--- config.mk ---
export PLATFORM = sky130hd
export DESIGN_NAME = reg_file
export DESIGN_NICKNAME = d
export VERILOG_FILES = /design/src/rtl/reg_file.sv
export SDC_FILE = /design/constraint.sdc
export NUM_CORES = 2
export LEC_CHECK = 0
export BUFFER_PORTS_ARGS = -buffer_cell sky130_fd_sc_hd__buf_2
export CAP_MARGIN = 30
export CORE_ASPECT_RATIO = 2
export CORE_MARGIN = 2
export CORE_UTILIZATION = 33
export DETAILED_ROUTE_END_ITERATION = 12
export GPL_TIMING_DRIVEN = 0
export SLEW_MARGIN = 20
export SYNTH_ARGS = -nofsm -noshare
export SYNTH_HDL_FRONTEND = slang
export SYNTH_SLANG_ARGS = --single-unit
export TNS_END_PERCENT = 30
--- constraint.sdc ---
create_clock -name clk -period 7.29 [get_ports clk]
set_input_delay 0.729 -clock clk [delete_from_list [all_inputs] [get_ports clk]]
set_output_delay 0.729 -clock clk [all_outputs]
set_load 0.005 [all_outputs]
--- src/rtl/reg_file.sv ---
// reg_file: 32 x 32-bit architectural register file with per-register
// rename state (busy flag plus ROB tag). The decoder reads source operands
// and renames destinations here. The ROB retires register writes through
// the commit_reg_* inputs. A rollback discards all speculative rename
// state and keeps the architectural values.
module reg_file #(
  parameter int REG_NUM   = 32,
  parameter int ROB_IDX_W = 4,
  parameter int DATA_W    = 32
) (
  input  logic                 clk,
  input  logic                 rst_n,
  input  logic                 rdy,
  input  logic                 rollback,
  // ROB retirement
  input  logic                 commit_reg_config,
  input  logic [4:0]           commit_reg_id,
  input  logic [DATA_W-1:0]    commit_reg_value,
  input  logic [ROB_IDX_W-1:0] commit_reg_rob,
  // decoder destination rename
  input  logic                 rename_config,
  input  logic [4:0]           rename_rd,
  input  logic [ROB_IDX_W-1:0] rename_rob,
  // source read port 1
  input  logic [4:0]           rs1_id,
  output logic [DATA_W-1:0]    rs1_value,
  output logic                 rs1_busy,
  output logic [ROB_IDX_W-1:0] rs1_rob_tag,
  // source read port 2
  input  logic [4:0]           rs2_id,
  output logic [DATA_W-1:0]    rs2_value,
  output logic                 rs2_busy,
  output logic [ROB_IDX_W-1:0] rs2_rob_tag
);

  localparam int IDX_W = 5;
  localparam int RD_W  = DATA_W + 1 + ROB_IDX_W;

  // Per-register architectural value and rename state.
  logic [DATA_W-1:0]    r_value [REG_NUM];
  logic [REG_NUM-1:0]   r_busy;
  logic [ROB_IDX_W-1:0] r_tag   [REG_NUM];

  logic w_commit_en;
  logic w_commit_hit;
  logic w_rename_en;
  logic w_flush;

  // A commit to x0 is dropped. A commit only clears busy when its ROB
  // entry is still the register's current producer. A younger rename
  // keeps ownership otherwise.
  assign w_commit_en  = rdy && commit_reg_config && (commit_reg_id != '0);
  assign w_commit_hit = w_commit_en && r_busy[commit_reg_id] &&
                        (r_tag[commit_reg_id] == commit_reg_rob);
  // A rename in a rollback cycle belongs to the squashed path.
  assign w_rename_en  = rdy && rename_config && (rename_rd != '0) && !rollback;
  assign w_flush      = rdy && rollback;

  // Resolve one read port. A same-cycle retirement of the current producer
  // is forwarded as a ready value. A same-cycle rename is never visible,
  // because the decoder reads its sources before renaming its own rd.
  function automatic logic [RD_W-1:0] resolve_read(
    input logic [IDX_W-1:0]     id,
    input logic [DATA_W-1:0]    stored_val,
    input logic                 stored_busy,
    input logic [ROB_IDX_W-1:0] stored_tag,
    input logic                 commit_en,
    input logic [IDX_W-1:0]     commit_id,
    input logic [DATA_W-1:0]    commit_val,
    input logic [ROB_IDX_W-1:0] commit_rob
  );
    logic [RD_W-1:0] res;
    logic            hit;
    hit = commit_en && (commit_id == id) && stored_busy &&
          (stored_tag == commit_rob);
    if (id == '0) begin
      res = '0;
    end else if (hit) begin
      res = {commit_val, 1'b0, stored_tag};
    end else begin
      res = {stored_val, stored_busy, stored_tag};
    end
    return res;
  endfunction

  // Register state update: commit writes the value, rollback clears every
  // busy flag, and a rename takes precedence over a same-cycle retirement
  // of the same register.
  always_ff @(posedge clk or negedge rst_n) begin
    if (!rst_n) begin
      for (int i = 0; i < REG_NUM; i++) begin
        r_value[i] <= '0;
        r_tag[i]   <= '0;
      end
      r_busy <= '0;
    end else if (rdy) begin
      for (int i = 1; i < REG_NUM; i++) begin
        if (w_commit_en && (commit_reg_id == IDX_W'(i))) begin
          r_value[i] <= commit_reg_value;
        end
        if (w_flush) begin
          r_busy[i] <= 1'b0;
        end else if (w_rename_en && (rename_rd == IDX_W'(i))) begin
          r_busy[i] <= 1'b1;
          r_tag[i]  <= rename_rob;
        end else if (w_commit_hit && (commit_reg_id == IDX_W'(i))) begin
          r_busy[i] <= 1'b0;
        end
      end
    end
  end

  // Read port 1: combinational from stored state plus commit bypass.
  always_comb begin
    {rs1_value, rs1_busy, rs1_rob_tag} = resolve_read(
      rs1_id, r_value[rs1_id], r_busy[rs1_id], r_tag[rs1_id],
      w_commit_en, commit_reg_id, commit_reg_value, commit_reg_rob);
  end

  // Read port 2: combinational from stored state plus commit bypass.
  always_comb begin
    {rs2_value, rs2_busy, rs2_rob_tag} = resolve_read(
      rs2_id, r_value[rs2_id], r_busy[rs2_id], r_tag[rs2_id],
      w_commit_en, commit_reg_id, commit_reg_value, commit_reg_rob);
  end

endmodule

==> metrics.txt <==
status complete, no violations; hpwl dp 198000 um; element type at the critical path end output port; clk slew on worst S/H paths 60 ps; Worst Skew 38.5 ps; DR vias 46.2k; Worst Path Arrival 6340 ps; CTS resizes 0; Avg Inst Size Synth 15.1 sq um; final setup violation count 0; worst-path fanout max 10; power per cell area 241 nW/um^2; Die Y 628 um; met1 GRT Util 35.4%; via density per instance 6.35; GRT met2 Usage 38.5%; Syn Std Cell Area 64200 sq um; fin crit share 97.0%; TritonCTS clock tree yes; Site Rows 229; I/O Buffers 131; Max transition margin 23.5%; die outline width 316 um; Synth Warn # 37; layer carrying the most global-route usage met2; number of global-route vias before repair 47.1k; fin. max-slew vios 0; CTS max path bufs 3; Buf/Inv on CP 8; Initial Util 33.1%; share of synthesized registers carrying an async set or reset 100%; Setup Total Neg Slack 0 ps; M3 GR Usage 10.2%; ys flop type dfrtp_1; sequential element share of the synthesized area 44.7%; RSZ-0062 raised after global routing false; largest net degree at the start of global routing 144; WS Path Type input pin to output port; initial antenna violation count 31; Pre-antenna DRT Iters 6; crit-path leading delay family buffers and inverters; CTS root buf clkbuf_16; first-pass GRT wire length 378000 um; Clk Latency, worst-skew pair 770 ps; peak supply drop 208 uV; Routed Antenna Nets 0; LEAKAGE 32.5 nW; required time of the worst setup path 6560 ps; Synth cell types 62; Iteration-0 DRC Markers 6511; Worst path most repeated cell buf_2; Startpoint Class input pin; layout cell share with drive strength beyond 1 52.5%; Max Clk Rate 141 MHz; GPL Wtd Cong 0.957; final net count 4700; final worst path period need 7070 ps; GRT overflow 0; min-delay worst type input pin to register; max incr delay on CP 840 ps; Final WS setup 221 ps; clock sink total 1147; maxcap violations 0; CTS Buf Count 114; Slew @ Worst Pin 1150 ps; post-DR wirelength/cell 37.4 um; dpl ws 623 ps; CTS H-tree depth 3; worst path cell trace buf_2, buf_2, buf_2, buf_2, buf_2, buf_2, clkbuf_1, nand2b_1, a32oi_1, o221ai_1, mux2_4, buf_2; core region area 194000 sq um; die area 198000 sq um; Crit-path slowest cell clkbuf_1; total track usage 27.3%; Post-synth EDFFs 0; Yosys reg bits 1147; I/O pin count 140; Syn Nets 4330; number of remaining DRC errors 0; WL final 273000 um; Final Hold Viols 0; Post-Synthesis Cells 4264; Area growth, synth to finish 15.0%
[what timing repair did]
| action | 4_1_cts | 5_1_grt |
|---|---|---|
| hold endpoints to repair | 94 | 0 |
| setup endpoints to repair | 0 | 0 |
| hold buffers | 1 | 0 |
| buffers inserted | 0 | 0 |
[cell type report]
cell class | count | area, sq um
antenna | 12 | 30.0
buffer | 446 | 2160
clock buffer | 160 | 3350
clock inverter | 52 | 687
fill | 18000 | 120000
inverter | 13 | 48.8
multi-input combinational | 2658 | 33400
sequential | 1147 | 28700
tap | 2541 | 3180
timing repair buffer | 254 | 2290
[report_power, final]
| part | switching [mW] | total (mW) | internal [mW] |
|---|---|---|---|
| clock network | 2.84 | 6.47 | 3.63 |
| logic | 1.73 | 3.55 | 1.81 |
| registers | 0.639 | 7.81 | 7.17 |
| total | 5.21 | 17.8 | 12.6 |
[cells in the mapped netlist, drive strengths merged, types with 3 or more instances]
cell | number | area (sq um)
mux2 | 1285 | 14600
dfrtp | 1147 | 28700
mux4 | 602 | 13600
clkbuf | 292 | 1100
buf | 154 | 1000
mux2i | 123 | 1230
nor2 | 109 | 409
nand2 | 93 | 349
a221oi | 54 | 473
o21ai | 45 | 225
a22o | 43 | 377
a21oi | 32 | 160
a22oi | 30 | 225
nand3 | 30 | 155
nand2b | 24 | 150
nor3 | 21 | 105
nor2b | 20 | 125
o311ai | 17 | 149
a221o | 14 | 140
xor2 | 13 | 114
inv | 12 | 45.0
a32oi | 11 | 96.3
o221ai | 11 | 96.3
a31oi | 9 | 56.3
o211ai | 8 | 60.1
xnor2 | 8 | 70.1
and3 | 6 | 42.5
nor4 | 6 | 58.8
nand3b | 5 | 37.5
o22ai | 5 | 31.3
nand4 | 4 | 25.0
a211o | 3 | 26.3
a31o | 3 | 26.3
nor3b | 3 | 22.5
or3 | 3 | 18.8
[cell usage in the layout, fill, tap and decap left out, types with 17 or more instances in the layout]
cell type  netlist  layout
dfrtp_1       1147    1147
clkbuf_1       292     265
buf_4           23      33
nand2b_1        24      24
clkbuf_2         0      42
nand3_1         29      29
mux4_2         587     587
clkbuf_8         0      30
nand2_1         93      93
buf_6           25      96
buf_8            3      30
mux2_4          31      31
a221oi_1        54      54
o21ai_0         45      45
mux2_2        1230    1230
a21oi_1         32      32
mux2_1          24      24
buf_1           35      28
nor3_1          21      17
a22o_1          43      43
buf_2           66     203
clkinv_2         0      27
mux2i_1        123     123
a22oi_1         30      30
nor2b_1         20      19
nor2_1         109     107
clkbuf_16        0     115
[final timing paths]
check | from | end | slack, ps | cells after the start
setup / recovery | rs1_id[2] | rs1_value[7] | 220 | 12
hold / removal | commit_reg_value[20] | r_value[628] | 230 | 2
setup reg to reg | r_tag[48] | r_busy[16] | 3890 | 10
hold reg to reg | r_value[819] | r_value[819] | 530 | 1
max in group asynchronous | rst_n | r_value[402] | 3760 | 6
min in group asynchronous | rst_n | r_tag[75] | 580 | 2
[cells by family (layout without fill, tap and decap cells)]
kind of cell / after synthesis / count (layout) / share of synthesized area [%]
xor gates and xnor gates: 21 / 21 / 0.286
other: 0 / 12 / 0
buffers and inverters: 459 / 925 / 3.34
AOI/OAI and AO/OA: 292 / 292 / 3.43
muxes: 2010 / 2010 / 45.8
DFF: 1147 / 1147 / 44.7
and+or+nand+nor: 335 / 335 / 2.47
[metrics by stage]
stage               utilization, %  hold WS [ps]  area, sq um  cells  power, mW
CTS                           38.0           197        73700   7257       17.7
global placement              35.1           499        68100   6936       11.1
floorplan                        -           433        64200   4264       9.92
global route                  38.1           245        73800   7272       18.3
finish                        38.1           231        73900   7283       17.8
detailed placement            35.9           510        69600   7044       11.3
[metal layers]
layer  share of wire, %  routed length (um)  vias up
met1                 38              103000    24900
met3                 13               34700      801
met2                 42              116000     3182
li1                   -                   -    17400
met5              0.061                 167        -
met4                6.9               18900       28
[registers in the layout, indices dropped and copies added, names as in the netlist]
signal,count
r_value,992
r_tag,124
r_busy,31
No activity file was read; power rests on OpenSTA's default activity.
